==> src/rtl/digit_qualify_ctrl.sv <==
// Digit qualification controller for the DTMF receive path: accepts a digit after
// STABLE_CNT identical tone frames and re-arms only after GAP_CNT silent frames.
module digit_qualify_ctrl #(
  parameter int STABLE_CNT = 3,
  parameter int GAP_CNT    = 2,
  parameter int CNT_W      = 4
) (
  input  logic       clk,
  input  logic       reset,
  input  logic       det_valid,
  input  logic       det_tone,
  input  logic [7:0] det_digit,
  output logic [7:0] digit_out,
  output logic       flag_out,
  output logic       tone_active
);

  typedef enum logic [1:0] {
    ST_IDLE = 2'd0,
    ST_QUAL = 2'd1,
    ST_HOLD = 2'd2,
    ST_GAP  = 2'd3
  } state_t;

  localparam logic [CNT_W:0]   STABLE_LIM = (CNT_W+1)'(STABLE_CNT);
  localparam logic [CNT_W:0]   GAP_LIM    = (CNT_W+1)'(GAP_CNT);
  localparam logic [CNT_W-1:0] CNT_ONE    = CNT_W'(1);
  localparam logic [CNT_W-1:0] CNT_ZERO   = CNT_W'(0);

  state_t           r_state, w_state_nxt;
  logic [7:0]       r_cand, w_cand_nxt;
  logic [CNT_W-1:0] r_cnt, w_cnt_nxt;
  logic [7:0]       r_digit, w_digit_nxt;
  logic             r_flag, w_flag_nxt;
  logic             r_tone_active, w_tone_nxt;
  logic [CNT_W:0]   w_cnt_inc;

  // Widened increment so the limit compare cannot alias on overflow.
  assign w_cnt_inc = {1'b0, r_cnt} + (CNT_W+1)'(1);

  // State, candidate, counter and registered outputs.
  always_ff @(posedge clk or negedge reset) begin
    if (!reset) begin
      r_state       <= ST_IDLE;
      r_cand        <= 8'hff;
      r_cnt         <= CNT_ZERO;
      r_digit       <= 8'hff;
      r_flag        <= 1'b1;
      r_tone_active <= 1'b0;
    end else begin
      r_state       <= w_state_nxt;
      r_cand        <= w_cand_nxt;
      r_cnt         <= w_cnt_nxt;
      r_digit       <= w_digit_nxt;
      r_flag        <= w_flag_nxt;
      r_tone_active <= w_tone_nxt;
    end
  end

  // Next-state, counter and report decisions; everything holds unless a frame is strobed.
  always_comb begin
    w_state_nxt = r_state;
    w_cand_nxt  = r_cand;
    w_cnt_nxt   = r_cnt;
    w_digit_nxt = r_digit;
    w_flag_nxt  = r_flag;
    if (det_valid) begin
      case (r_state)
        ST_IDLE: begin
          if (det_tone) begin
            w_cand_nxt  = det_digit;
            w_cnt_nxt   = CNT_ONE;
            w_state_nxt = ST_QUAL;
          end else begin
            w_state_nxt = ST_IDLE;
          end
        end
        ST_QUAL: begin
          if (!det_tone) begin
            w_cnt_nxt   = CNT_ZERO;
            w_state_nxt = ST_IDLE;
          end else if (det_digit != r_cand) begin
            w_cand_nxt = det_digit;
            w_cnt_nxt  = CNT_ONE;
          end else if (w_cnt_inc == STABLE_LIM) begin
            w_digit_nxt = r_cand;
            w_flag_nxt  = ~r_flag;
            w_cnt_nxt   = CNT_ZERO;
            w_state_nxt = ST_HOLD;
          end else begin
            w_cnt_nxt = w_cnt_inc[CNT_W-1:0];
          end
        end
        ST_HOLD: begin
          if (det_tone) begin
            w_state_nxt = ST_HOLD;
          end else if (GAP_LIM == (CNT_W+1)'(1)) begin
            w_state_nxt = ST_IDLE;
          end else begin
            w_cnt_nxt   = CNT_ONE;
            w_state_nxt = ST_GAP;
          end
        end
        ST_GAP: begin
          if (det_tone) begin
            w_cnt_nxt   = CNT_ZERO;
            w_state_nxt = ST_HOLD;
          end else if (w_cnt_inc == GAP_LIM) begin
            w_cnt_nxt   = CNT_ZERO;
            w_state_nxt = ST_IDLE;
          end else begin
            w_cnt_nxt = w_cnt_inc[CNT_W-1:0];
          end
        end
        default: begin
          w_cnt_nxt   = CNT_ZERO;
          w_state_nxt = ST_IDLE;
        end
      endcase
    end else begin
      w_state_nxt = r_state;
    end
  end

  assign w_tone_nxt  = (w_state_nxt == ST_HOLD) || (w_state_nxt == ST_GAP);
  assign digit_out   = r_digit;
  assign flag_out    = r_flag;
  assign tone_active = r_tone_active;

endmodule

==> config.mk <==
export PLATFORM = sky130hd
export DESIGN_NAME = digit_qualify_ctrl
export DESIGN_NICKNAME = d
export VERILOG_FILES = /design/src/rtl/digit_qualify_ctrl.sv
export SDC_FILE = /design/constraint.sdc
export NUM_CORES = 1
export LEC_CHECK = 0
export CAP_MARGIN = 20
export CORE_MARGIN = 2
export CORE_UTILIZATION = 40
export CTS_CLUSTER_DIAMETER = 80
export DETAILED_ROUTE_END_ITERATION = 16
export GPL_TIMING_DRIVEN = 0
export HOLD_SLACK_MARGIN = 0.15
export PLACE_DENSITY = 0.62
export SLEW_MARGIN = 0
export SYNTH_ARGS = -nofsm -noshare
export SYNTH_HDL_FRONTEND = slang
export SYNTH_SLANG_ARGS = --single-unit
==> constraint.sdc <==
create_clock -name clk -period 2 [get_ports clk]
set_input_delay 0.2 -clock clk [delete_from_list [all_inputs] [get_ports clk]]
set_output_delay 0.2 -clock clk [all_outputs]
set_load 0.01 [all_outputs]
Word level (Yosys, flattened, before mapping)
Cells that the tools add are included.
W data, S select, Z words.
{"block": "word_totals", "romBits": 0, "regBits": 24, "elab_cells": 48, "mem_count": 0, "ramBits": 0, "latchBits": 0}
{"block": "classes", "shift": 0, "muxes": 21, "magnitude_cmp": 0, "n_addsub": 1, "n_div": 0, "bitwise": 2, "multipliers": 0, "n_reduce_logical": 6, "n_eq_ne": 12}
{"operator": "$mux W4", "count": 7}
{"operator": "$mux W8", "count": 3}
{"operator": "$pmux W4 S4", "count": 1}
{"operator": "$pmux W8 S2", "count": 1}
{"operator": "$mux W2", "count": 6}
{"operator": "$eq A5 B2 Y1 const B", "count": 2}
{"operator": "$reduce_and A5 Y1", "count": 2}
{"operator": "$eq A2 B2 Y1 const B", "count": 4}
{"operator": "$ne A2 B2 Y1 const B", "count": 4}
{"operator": "$ne A8 B8 Y1", "count": 1}
{"operator": "$pmux W2 S4", "count": 1}
{"operator": "$add A4 B1 Y5 const B", "count": 1}
{"operator": "$reduce_and A3 Y1", "count": 1}
{"operator": "$eq A2 B1 Y1 const B", "count": 1}
{"operator": "$logic_not A2 Y1", "count": 1}
{"operator": "$mux W1", "count": 2}
{"operator": "$not A1 Y1", "count": 2}
{"operator": "$reduce_bool A2 Y1", "count": 1}
{"operator": "$logic_or A1 B1 Y1", "count": 1}

Logic depth before layout (Yosys ltp)
{"block": "depth", "depth_word": 9, "mapped_depth": 7, "ltp_nobuf": 6}

Least setup slack after synthesis
OpenSTA, ideal clock, no wires.
{"block": "synth_timing", "path_kind": "register to register", "startpoint": "register r_cnt[0]", "endpoint": "register r_digit[0], in the netlist digit_out[0]", "setup_time_ps": 82, "required_time_ps": 1918, "synth_period_minus_slack_ps": 1790, "stages_incl_launch_ff": 8, "arrival_time_ps": 1708, "setup_slack_ps": 210, "cell_sequence": "dfrtp_1 -> ha_1 -> or2_1 -> o21ai_2 -> and3b_1 -> buf_6 -> nand4_4 -> mux2_2"}
{"block": "synth_via", "elab_chain_cells": 3}
{"item": "start: declaration", "line_no": "32", "rtl": "logic [CNT_W-1:0] r_cnt, w_cnt_nxt;"}
{"item": "start signal: assignment", "line_no": "53", "rtl": "r_cnt <= w_cnt_nxt;"}
{"item": "$add A4 B1 Y5", "line_no": "39", "rtl": "assign w_cnt_inc = {1'b0, r_cnt} + (CNT_W+1)'(1);"}
{"item": "$eq A5 B2 Y1", "line_no": "85", "rtl": "end else if (w_cnt_inc == STABLE_LIM) begin"}
{"item": "$reduce_and A5 Y1 (no source line)"}
{"item": "end signal: assignment", "line_no": "54", "rtl": "r_digit <= w_digit_nxt;"}
{"item": "end: declaration", "line_no": "33", "rtl": "logic [7:0] r_digit, w_digit_nxt;"}
Every way passes these cells.
A chain may end at the register's enable or synchronous reset.

Final worst setup path
{"block": "layout_timing", "startpoint": "register r_cnt[0]", "endpoint": "register r_digit[4], in the netlist digit_out[4]"}
Same word-level chain as after synthesis.

==> impl_metrics.env <==
export IMPL_outcome="complete, no violations"
export IMPL_cp_data_arrival_time_ps=2140
export IMPL_preCtsSetupSlack_ps=-73.3
export IMPL_finalPower_mw=1.08
export IMPL_switchingPower_mw=0.250
export IMPL_grt_overflow_total=0
export IMPL_fp_dieH_um=60.7
export IMPL_clkPwrFrac_pct=32.4
export IMPL_numCtsBuffers=3
export IMPL_maxCapViolations=0
export IMPL_rsz0062_at_grt="false"
export IMPL_swShare_pct=23.2
export IMPL_slew_headroom_pct=75.5
export IMPL_fin_ws_ps=118
export IMPL_antenna_found_initial=0
export IMPL_ys_seq_area_share_pct=48.4
export IMPL_synth_edff_count=0
export IMPL_dp_final_hpwl_um=1800
export IMPL_critPathLaunchType="flip-flop"
export IMPL_setup_viol=0
export IMPL_synth_top_area_share_pct=34.8
export IMPL_clock_latency_ps=310
export IMPL_synthToLayoutAreaGrowth_pct=29.3
export IMPL_wl_um=2500
export IMPL_core_area_mm2=0.00305
export IMPL_period_minus_slack_ps=1880
export IMPL_cts_htree_levels=1
export IMPL_fmax_ghz=0.531
export IMPL_synth_seq_cells=24
export IMPL_drv_slew=0
export IMPL_r2r_end="digit_out[4]$_DFFE_PN1P_"
export IMPL_cp_top_family="simple AND/OR/NAND/NOR gates"
export IMPL_antenna_cells=0
export IMPL_power_share_sequential_pct=51.8
export IMPL_grt_pass1_wl_um=4000
export IMPL_netlist_instances=106
export IMPL_finalCoreUtilization_pct=54.4
export IMPL_placedCellCount=171
export IMPL_cp_slowest_cell="dfrtp_2"
export IMPL_yosysTopAreaCell="dfstp_2"
export IMPL_num_vias=921
export IMPL_hold_path_class="in2async"
export IMPL_yosys_most_used_dff="dfstp_2"
export IMPL_ir_drop_uv=340
export IMPL_initial_core_util_pct=42.1
export IMPL_p_int_mw=0.830
export IMPL_routedWlPerCell_um=14.0
export IMPL_io_buffers=21
export IMPL_initialDrtViolationCount=35
export IMPL_rows=20
export IMPL_grt_pass1_vias=864
export IMPL_pwr_share_comb_pct=15.8
export IMPL_vias_per_cell=5.15
export IMPL_finalNetCount=151
export IMPL_rr_startpoint="r_cnt[0]$_DFFE_PN0P_"
export IMPL_final_hold_viol_count=0
export IMPL_grt_max_degree=25
export IMPL_cp_data_required_time_ps=2260
export IMPL_clock_path_buffers=2
export IMPL_path_class="reg2reg"
export IMPL_crit_chain="ha_1, or2_1, o21ai_2, and3b_1, buf_6, nand4_2, mux2_2"
export IMPL_firstDrtPassIters=4
export IMPL_syn_cell_area_mm2=0.00128
export IMPL_finalClockSkew_ps=4.79
export IMPL_io_pins=22
export IMPL_cts_tree="built"
export IMPL_route_detailed_drc=0
export IMPL_final_cells=179
export IMPL_p_leak_nw=0.669
export IMPL_dieArea_mm2=0.00368
export IMPL_synth_area_per_cell_um2=12.1
export IMPL_tightest_slew_ps=366
export IMPL_cts_root_buf="clkbuf_4"
export IMPL_cp_end_kind="flip-flop"
export IMPL_synth_nets=121
export IMPL_synth_distinct_cells=36
export IMPL_die_w_um=60.7
export IMPL_drtAntennaViolNets=0
export IMPL_yosys_top_cells_count="dfstp_2, mux2_2, xnor2_1"
export IMPL_fin_crit_sh_pct=94.1
export IMPL_cts_reportedPaths_clkPinSlew_ps=130
export IMPL_place_congestion=0.819
export IMPL_yosysMostFrequentCell="dfstp_2"
export IMPL_slowest_delay_ps=440
export IMPL_ys_async_sr_fraction_pct=100
export IMPL_layout_drive_gt1_share_pct=39.3
export IMPL_cp_max_fo=7
export IMPL_cts_num_sinks=24
export IMPL_r2r_slack_ps=120
export IMPL_reg2regPathDepth=7
export IMPL_grtUsageTotal_pct=14.5
export IMPL_yosys_top_cells_area="dfstp_2, mux2_2, dfrtp_1"
export IMPL_cp_buffers_inverters=1
export IMPL_p_per_area_mw_per_mm2=650
export IMPL_yosys_warnings=0
-- what timing repair did --
item	4_1_cts	5_1_grt
buffers inserted	0	2
hold buffers	0	0
setup endpoints to repair	8	9
gates resized for setup	1	1
cloned	0	1
-- worst max path at each step --
stage                          from                       end  slack [ps]  depth (start not counted)
2_1_floorplan  r_cnt[0]$_DFFE_PN0P_  digit_out[0]$_DFFE_PN1P_         210                          7
6_report       r_cnt[0]$_DFFE_PN0P_  digit_out[4]$_DFFE_PN1P_         120                          7
3_3_place_gp               det_tone     r_cand[2]$_DFFE_PN1P_         -40                          5
3_5_place_dp               det_tone     r_cand[7]$_DFFE_PN1P_         -70                          5
5_1_grt        r_cnt[1]$_DFFE_PN0P_  digit_out[0]$_DFFE_PN1P_         0.4                          7
4_1_cts        r_cnt[0]$_DFFE_PN0P_  digit_out[2]$_DFFE_PN1P_           4                          7
-- logic make-up after synthesis --
group / Yosys count / share of synthesized area (%)
mux: 16 / 14.0
xor+xnor: 11 / 7.50
buf+inv: 8 / 3.02
fa+ha+maj: 3 / 2.92
simple gates: 31 / 14.7
flops: 24 / 48.4
compound gates: 13 / 9.45
-- power groups by stage --
stage | clock network, mW | registers (mW) | logic, mW
after floorplan | 0 | 0.562 | 0.0986
final | 0.350 | 0.559 | 0.171
after detailed placement | 0 | 0.571 | 0.152
after global placement | 0 | 0.566 | 0.147
after CTS | 0.360 | 0.564 | 0.153
after global routing | 0.380 | 0.565 | 0.187
-- flip-flops by register name, indices dropped and copies added, names as in the netlist --
register     cells
r_cnt            4
r_state          2
tone_active      1
digit_out        8
flag_out         1
r_cand           8
-- per-layer routing --
metal	vias to the layer above	GRT usage [%]	routed length, um
met2	21	23.7	1250
met3	0	2.56	114
met4	0	3.73	0
met1	462	20.2	1140
met5	-	0	0
li1	438	-	-
-- placed cells by master, fill, tap and decap left out, types with 3 or more instances in the layout --
master,count
xnor2_1,9
ha_1,3
inv_1,5
dfstp_2,17
dfrtp_1,6
clkdlybuf4s50_1,21
nand4_1,3
clkbuf_4,3
nand2_1,7
mux2_2,16
nor2_1,5
-- cell type report --
| type | count | area, um^2 |
|---|---|---|
| clock buffer | 3 | 22.5 |
| tap | 44 | 55.1 |
| clock inverter | 1 | 30.0 |
| inverter | 5 | 18.8 |
| timing repair buffer | 24 | 253 |
| sequential | 24 | 623 |
| buffer | 3 | 20.0 |
| fill | 293 | 1390 |
| multi-input combinational | 75 | 639 |
-- stage by stage --
stage          setup TNS (ps)  hold WS, ps  area (um^2)
2_1_floorplan               0        -95.6         1280
3_3_place_gp             -209          478         1550
3_5_place_dp             -341          480         1550
4_1_cts                     0          472         1600
5_1_grt                     0          319         1660
6_report                    0          315         1660
Power figures use the tool's default switching activity.
